**config.mk**
```make
export PLATFORM = sky130hd
export DESIGN_NAME = led_pwm_fader
export DESIGN_NICKNAME = d
export VERILOG_FILES = /design/src/rtl/led_pwm_fader.sv
export SDC_FILE = /design/constraint.sdc
export NUM_CORES = 1
export LEC_CHECK = 0
export BUFFER_PORTS_ARGS = -buffer_cell sky130_fd_sc_hd__clkbuf_2
export CORE_UTILIZATION = 45
export CTS_BUF_LIST = sky130_fd_sc_hd__clkbuf_4
export CTS_CLUSTER_SIZE = 8
export DETAILED_ROUTE_END_ITERATION = 6
export MAX_ROUTING_LAYER = met4
export SETUP_SLACK_MARGIN = 0.3
export SLEW_MARGIN = 20
export SYNTH_ARGS = -nofsm -noshare
export SYNTH_HDL_FRONTEND = slang
export SYNTH_SLANG_ARGS = --single-unit
export TNS_END_PERCENT = 1
```
**constraint.sdc**
```tcl
create_clock -name clk50 -period 4.6 [get_ports clk50]
set_input_delay 0.23 -clock clk50 [delete_from_list [all_inputs] [get_ports clk50]]
set_output_delay 0.23 -clock clk50 [all_outputs]
set_load 0.005 [all_outputs]
```
**src/rtl/led_pwm_fader.sv**
```systemverilog
// Per-channel LED PWM driver with linear fade-in/fade-out ramps.
// Each channel walks its brightness one step per tick towards its requested on/off target.
module led_pwm_fader #(
  parameter int N        = 6,
  parameter int PWM_BITS = 8,
  parameter int STEP_DIV = 195312
) (
  input  logic         clk50,
  input  logic         rst_n,
  input  logic [N-1:0] pattern_in,
  input  logic         pattern_valid,
  input  logic         gate_in,
  output logic [N-1:0] led_out,
  output logic         busy
);

  localparam int STEP_W = (STEP_DIV > 1) ? $clog2(STEP_DIV) : 1;

  localparam logic [PWM_BITS-1:0] MAX       = '1;
  localparam logic [PWM_BITS-1:0] ONE       = PWM_BITS'(1);
  localparam logic [STEP_W-1:0]   STEP_ONE  = STEP_W'(1);
  localparam logic [STEP_W-1:0]   STEP_LAST = STEP_W'(STEP_DIV - 1);

  typedef enum logic [1:0] {
    ST_OFF,
    ST_UP,
    ST_ON,
    ST_DOWN
  } chan_state_t;

  logic [PWM_BITS-1:0]          pwm_cnt;
  logic [STEP_W-1:0]            step_cnt;
  logic                         tick;
  logic [N-1:0]                 target;
  logic [N-1:0][PWM_BITS-1:0]   bright;
  logic [N-1:0][PWM_BITS-1:0]   bright_nxt;
  chan_state_t                  state     [N];
  chan_state_t                  state_nxt [N];
  logic [N-1:0]                 ramping;
  logic [N-1:0]                 led_nxt;

  assign tick = (step_cnt == STEP_LAST);

  // NOTE: every output of this block gets a default before any branch, so no
  // path leaves a value unassigned and no latch is inferred.
  always_comb begin
    for (int i = 0; i < N; i++) begin
      bright_nxt[i] = bright[i];
      state_nxt[i]  = state[i];
      ramping[i]    = (state[i] == ST_UP) || (state[i] == ST_DOWN);
      led_nxt[i]    = gate_in & ((bright[i] == MAX) | (bright[i] > pwm_cnt));

      // Targets are registered, so a load on a tick edge only affects the next tick.
      if (tick) begin
        unique case (state[i])
          ST_OFF: begin
            if (target[i]) begin
              bright_nxt[i] = bright[i] + ONE;
              state_nxt[i]  = (bright_nxt[i] == MAX) ? ST_ON : ST_UP;
            end
          end
          ST_UP, ST_DOWN: begin
            if (target[i]) begin
              bright_nxt[i] = bright[i] + ONE;
              state_nxt[i]  = (bright_nxt[i] == MAX) ? ST_ON : ST_UP;
            end else begin
              bright_nxt[i] = bright[i] - ONE;
              state_nxt[i]  = (bright_nxt[i] == '0) ? ST_OFF : ST_DOWN;
            end
          end
          ST_ON: begin
            if (!target[i]) begin
              bright_nxt[i] = bright[i] - ONE;
              state_nxt[i]  = (bright_nxt[i] == '0) ? ST_OFF : ST_DOWN;
            end
          end
          default: begin
            bright_nxt[i] = '0;
            state_nxt[i]  = ST_OFF;
          end
        endcase
      end
    end
  end

  // NOTE: sequential state uses non-blocking assignments so every register
  // samples pre-edge values regardless of statement order.
  always_ff @(posedge clk50) begin
    if (!rst_n) begin
      pwm_cnt  <= '0;
      step_cnt <= '0;
      target   <= '0;
      // NOTE: the per-channel arrays are a handful of flops, not RAM, so they
      // are cleared here; a mid-ramp reset must leave no brightness behind.
      bright   <= '0;
      for (int i = 0; i < N; i++) begin
        state[i] <= ST_OFF;
      end
      led_out  <= '0;
      busy     <= 1'b0;
    end else begin
      pwm_cnt  <= pwm_cnt + ONE;
      step_cnt <= tick ? '0 : step_cnt + STEP_ONE;
      if (pattern_valid) begin
        target <= pattern_in;
      end
      bright   <= bright_nxt;
      for (int i = 0; i < N; i++) begin
        state[i] <= state_nxt[i];
      end
      led_out  <= led_nxt;
      busy     <= |ramping;
    end
  end

endmodule

```
==> results of run 1 <==
-- state kept, by name (all words and copies together) (netlist names) --
name      count
bright       48
busy          1
led_out       6
pwm_cnt       8
state        12
step_cnt     18
target        6
-- final cells by class --
class                      instances  area [um2]  share of cell area, %
inverter                          32         120                   1.58
tap                              211         264                   3.47
multi-input combinational        731        4920                   64.7
sequential                        99        1980                   26.1
clock buffer                      10        75.1                  0.987
clock inverter                     6        90.1                   1.18
antenna                            2        5.00                 0.0658
timing repair buffer              23         148                   1.94
-- worst max-delay path: cells and delay by family (launching register included) --
family,cells,cell delay (ns)
simple gates,4,2.12
flops,1,0.35
compound gates,1,0.21
-- metrics by stage --
step,std cells,power (mW),hold slack (ns)
after global placement,1090,1.01,0.456
after detailed placement,1090,1.01,0.468
after floorplan,913,0.977,0.377
after global routing,1114,1.61,0.172
after CTS,1112,1.56,0.146
final,1114,1.54,0.167
-- cell families (layout without fill, tap and decap cells) --
logic type	count (synthesis)	after routing
AND/OR/NAND/NOR	378	378
buffers and inverters	83	71
other	0	2
adder cells (fa/ha/maj)	74	74
multiplexers	22	22
flip-flops	99	99
XOR/XNOR	82	82
AO/OA/AOI/OAI	175	175
-- metal layers --
layer  up-vias  part of all wire (%)  GRT usage, %
met5         -                     0             -
met4         0                   1.6          6.57
met3        17                   3.1          3.49
met2        88                    45          34.2
met1      2790                    51          29.1
li1       3183                     -             -
-- Yosys cell counts (3+ instances only) --
cell,instances
nor2_1,113
dfxtp_1,99
ha_1,74
a21oi_1,57
nand2_1,53
nand3_1,50
xnor2_1,49
clkbuf_1,47
o21ai_0,33
xor2_1,33
inv_1,32
and3_1,27
nor3_1,23
or3_1,19
mux2i_1,18
o21a_1,18
nor2b_1,14
nand4_1,10
a21o_1,9
a31oi_1,9
nand2b_1,9
nand3b_1,9
and2_1,8
nor4_1,7
a211oi_1,6
o211ai_1,6
or4_1,6
nor3b_1,5
or2_2,5
a211o_1,4
a21boi_0,4
and3b_1,4
mux2_2,4
a22oi_1,3
a2bb2oi_1,3
a32oi_1,3
and4_1,3
nand4b_1,3
-- power breakdown --
group          leakage [nW]  internal, mW  switching, mW
registers             0.800         0.868         0.0128
clock network        0.0882         0.228          0.314
logic                  2.08        0.0531         0.0617
-- path summary, 6_finish.rpt --
kind | start | to
max | step_cnt[16]$_SDFF_PP0_ | state[3][1]$_SDFFE_PN0P_
min | rst_n | state[1][1]$_SDFFE_PN0P_
max reg2reg | step_cnt[16]$_SDFF_PP0_ | state[3][1]$_SDFFE_PN0P_
min reg2reg | state[5][1]$_SDFFE_PN0P_ | state[5][1]$_SDFFE_PN0P_
==> impl_results.md, run 1 <==
* Cells along the critical path: nand4b_1 > nor4_2 > nand2_1 > or4_1 > o211a_1
* Final nets at 980
* Simple logic cell fraction of the synthesized area at 27.0%
* Post-Synthesis Cells at 913
* Commonest cells after routing, fill and taps aside: nor2_1, dfxtp_1, ha_1
* FFs w/ async S/R, synth at 0%
* Slowest CP cell: nor4_2
* CP Data Arrival Time at 3.17 ns
* Total vias in the final route at 6078
* Postcts setup bufs at 0
* CTS sink cnt at 99
* CORE AREA at 15400 um2
* Final hold vios at 0
* Cell taking the most area after synthesis: dfxtp_1
* Period utilization at 59.8%
* Post-Syn Area at 7220 um2
* Synth Area in Compound Gates at 15.3%
* Hold WC Path Type: primary input to flop
* XOR/XNOR share of the synthesized area at 9.95%
* Hold path depth at 2
* Die X at 129 um
* Max clock buf depth at 2
* Share of layout cells above drive strength 1 at 5.22%
* Final instance area at 7610 um2
* Total Routed Length at 16600 um
* GPL Wtd Cong at 0.823
* Post-DP HPWL at 11900 um
* Max_cap viols at 0
* Grt total ovfl at 0
* Post-synthesis mux area share at 3.12%
* DRC Markers at 0
* Sequential share of the synthesized area at 27.5%
* Top Ports at 17
* Initial core utilization at 46.8%
* Largest stage delay on the critical path at 0.68 ns
* Pwr dens at 202 nW/um2
* Port Buffer Count at 16
* Largest net degree at the start of global routing at 39
* Post-synth EDFFs at 0
* Maximum VDD drop at 0.000116 V
* CTS Hold Buffers Added at 6
* Synth area leaders: dfxtp_1, ha_1, xnor2_1, nor2_1, xor2_1
* Avg Inst Size Synth at 7.90 um2
* Vias/cell at 5.46
* Overall global routing resource usage at 21.9%
* Most common cell after layout, fill and taps aside: nor2_1
* Yosys warning count at 0
* Lkg Pwr at 2.97 nW
* Final worst setup slack at 1.85 ns
* Fillers at 1533
* Num CTS Buffers at 9
* H-tree Lvls at 3
* Post-cts resize count at 0
* Slew HR at 29.6%
* Worst slew pin tran at 1.05 ns
* Yosys top cell area share at 27.5%
* Worst Reg-to-Reg Cells at 5
* Vias in the first global route at 5631
* Critical path fanouts, max at 15
* Die Y at 129 um
* Setup Total Neg Slack at 0 ns
* Final Critical Period at 2.75 ns
* Setup slack, reg-to-reg at 1.85 ns
* Final number of setup-violating endpoints at 0
* ANT nets after route at 0
* Dominant synthesized flop cell: dfxtp_1
* Clock Tree Root: clkbuf_4
* # rows at 45
* Combinational family with the most area after synthesis: simple AND/OR/NAND/NOR gates
* Startpoint Class: flop
* Crit path capture type: flop
* Syn Nets at 997
* DR pass1 iterations at 4
* Pre-CTS WS at 1.88 ns
* Path type of the worst setup path: flop to flop
* Initial antenna violation count at 1
* First-pass GRT wire length at 27900 um
* Fmax at 0.363 GHz
* Die Area at 16500 um2
* #FFs+latches synth at 99
* Outcome: complete, no violations
* Required @ worst endpoint at 5.02 ns
* Initial DRC count at 367
* Area delta synth->final at 5.43%
* Final Slew Violations at 0
* Setup repair after global routing missed its margin: false
* TritonCTS clock tree: yes
* Post-Synth Adder-Cell Area at 12.8%
* Clock slew at reported path FFs at 0.16 ns
* Cell Area, Placed at 7370 um2
* Worst Clk Skew at 0.0142 ns
* Final core occ at 49.3%
* Clock latency at the later pin of the worst-skew pair at 0.50 ns
* Yosys cell types at 61
* DR WL/cell at 14.9 um
(Power assumes the default switching activity.)
==> run 2: changes to the inputs <==
==> constraint.sdc (replaced) <==
create_clock -name clk50 -period 2.26 [get_ports clk50]
set_input_delay 0.113 -clock clk50 [delete_from_list [all_inputs] [get_ports clk50]]
set_output_delay 0.113 -clock clk50 [all_outputs]
set_load 0.005 [all_outputs]
==> run 2 against run 1 <==
  * Setup slack worse by 1.6 ns
  * Largest cell class unchanged
  * Critical endpoint is now state[4][0]$_SDFFE_PN0P_
  * Flip-flop and latch count unchanged
  * Via count up 2.9%
==> impl_results.md, run 2 (synthesis results as in run 1) <==
* Area delta synth->final at 10.9%
* TritonCTS clock tree: yes
* Final number of setup-violating endpoints at 0 (unchanged)
* Lkg Pwr at 3.17 nW (+7.0%)
* Total Routed Length at 17100 um (+3.2%)
* Worst Clk Skew at 0.0147 ns (+0.000500 ns)
* First-pass GRT wire length at 29000 um (+3.9%)
* CP Buf/Inv Count at 1 (+1)
* Cells along the critical path: inv_6 > ha_4 > o21bai_1 > nand2_1 > a211o_1 > and3_1 > or4_1 > a21oi_1
* Final hold vios at 0 (unchanged)
* Max_cap viols at 0 (unchanged)
* Max reg flops at 48 (unchanged)
* Vias in the first global route at 5821 (+3.4%)
* Setup Total Neg Slack at 0 ns (unchanged)
* Top reg by flops: bright
* Die Area at 16500 um2 (unchanged)
* Num CTS Buffers at 9 (unchanged)
* Clock latency at the later pin of the worst-skew pair at 0.48 ns (-0.02 ns)
* Largest net degree at the start of global routing at 52 (+33%)
* Final Critical Period at 1.99 ns (-0.757 ns)
* Path type of the worst setup path: flop to flop
* Hold WC Path Type: primary input to flop
* Top Ports at 17 (unchanged)
* Worst hold slack at 0.00854 ns (-0.159 ns)
* Startpoint Class: flop
* Max clock buf depth at 2 (unchanged)
* Initial DRC count at 339 (-7.6%)
* GPL Wtd Cong at 0.863 (+4.8%)
* Total vias in the final route at 6257 (+2.9%)
* Worst slew pin tran at 0.523 ns (-0.527 ns)
* Crit path capture type: flop
* DR WL/cell at 14.9 um (about the same)
* Grt total ovfl at 0 (unchanged)
* Die X at 129 um (unchanged)
* CP Data Arrival Time at 2.42 ns (-0.75 ns)
* Overall global routing resource usage at 22.8% (+0.85 points)
* Maximum VDD drop at 0.000241 V (+110%)
* Placed Instances at 1123 (+3.0%)
* Clock Tree Root: clkbuf_4
* Port Buffer Count at 16 (unchanged)
* Clock slew at reported path FFs at 0.16 ns (about the same)
* H-tree Lvls at 3 (unchanged)
* # rows at 45 (unchanged)
* Pwr dens at 380 nW/um2 (+88%)
* Share of layout cells above drive strength 1 at 12.3% (+7.0 points)
* DRC Markers at 0 (unchanged)
* Initial antenna violation count at 1 (unchanged)
* Required @ worst endpoint at 2.68 ns (-2.34 ns)
* Vias/cell at 5.44 (-0.28%)
* Final nets at 1017 (+3.8%)
* CTS sink cnt at 99 (unchanged)
* Slew HR at 64.8% (+35 points)
* Commonest cells after routing, fill and taps aside: nor2_1, dfxtp_1, ha_1
* Biggest regs: bright: 48 flops, step_cnt: 18 flops, state: 12 flops
* Initial core utilization at 46.8% (unchanged)
* Critical path fanouts, max at 12 (-3)
* Most common cell after layout, fill and taps aside: nor2_1
* Number of standard cells in the layout, taps in and fillers out at 1150 (+3.2%)
* CORE AREA at 15400 um2 (unchanged)
* Setup repair after global routing missed its margin: true
* Die Y at 129 um (unchanged)
* Slowest CP cell: dfxtp_4
* Cell family with most CP delay: simple AND/OR/NAND/NOR gates
* Largest stage delay on the critical path at 0.43 ns (-0.25 ns)
* Period utilization at 88.3% (+28 points)
* Fillers at 1540 (+0.46%)
* Fmax at 0.501 GHz (+38%)
* Outcome: complete, no violations
* ANT nets after route at 0 (unchanged)
* Post-DP HPWL at 12200 um (+2.8%)
* DR pass1 iterations at 5 (+1)
* Power consumption at 3.04 mW (+98%)
* Final Slew Violations at 0 (unchanged)
run 2: changes by cell type in the layout (fill, tap and decap cells not counted), moves of 3 or more:
| cell | change |
|---|---|
| nor3_1 | -3 |
| dfxtp_4 | +3 |
| nor3_2 | +3 |
| dfxtp_1 | -12 |
| ha_1 | -3 |
| dfxtp_2 | +9 |
| buf_4 | +35 |
run 2: final cells by class:
type	instances	area (um2)	area share [%]
clock buffers	10	75.1	0.938
multi-input cells	731	5020	62.8
inverters	32	128	1.59
flip-flops and latches	99	2000	25.0
clock inverters	6	65.1	0.813
repair buffers	60	442	5.52
diodes	1	2.50	0.0313
well taps	211	264	3.30
run 2: where the power goes:
group	internal [mW]	total [mW]	switching, mW	leakage [nW]
registers	1.76	1.79	0.0220	0.807
logic	0.121	0.256	0.134	2.29
clock network	0.353	1.00	0.648	0.0768
total	2.24	3.04	0.805	3.17
run 2: tightest hold or removal path: stages:
cell and delay [ns]:
clkbuf_2 0.10, inv_2 0.13, nor2_1 0.12
run 2: per-layer routing:
| metal | track usage, % | wire (um) | up-vias |
|---|---|---|---|
| li1 | - | - | 3268 |
| met1 | 31.5 | 8690 | 2850 |
| met2 | 34.5 | 7480 | 120 |
| met3 | 2.33 | 628 | 19 |
| met4 | 7.68 | 286 | 0 |
| met5 | - | 0 | - |
run 2: metrics by stage:
step                      setup WS [ns]  cell area (um2)  util, %
after floorplan                   0.242             7300        -
after global placement            0.194             7680     49.8
after detailed placement         0.0835             7680     49.8
after CTS                         0.269             7950     51.6
after global routing              0.134             8000     51.9
final                             0.265             8000     51.9
run 2: what timing repair did:
| action | CTS | global route |
|---|---|---|
| cloned | 0 | 0 |
| gates resized for setup | 19 | 10 |
| hold buffers | 6 | 0 |
| setup endpoints to repair | 33 | 52 |
| buffers inserted | 2 | 2 |
| hold endpoints to repair | 6 | 0 |
run 2: final timing paths:
path | slack, ns | cells after the start | startpoint | end
max | 0.27 | 8 | bright[32]$_SDFFE_PN0P_ | state[4][0]$_SDFFE_PN0P_
min | 0.009 | 3 | rst_n | target[1]$_SDFFE_PN0P_
max reg2reg | 0.27 | 8 | bright[32]$_SDFFE_PN0P_ | state[4][0]$_SDFFE_PN0P_
min reg2reg | 0.50 | 2 | state[5][1]$_SDFFE_PN0P_ | state[5][1]$_SDFFE_PN0P_
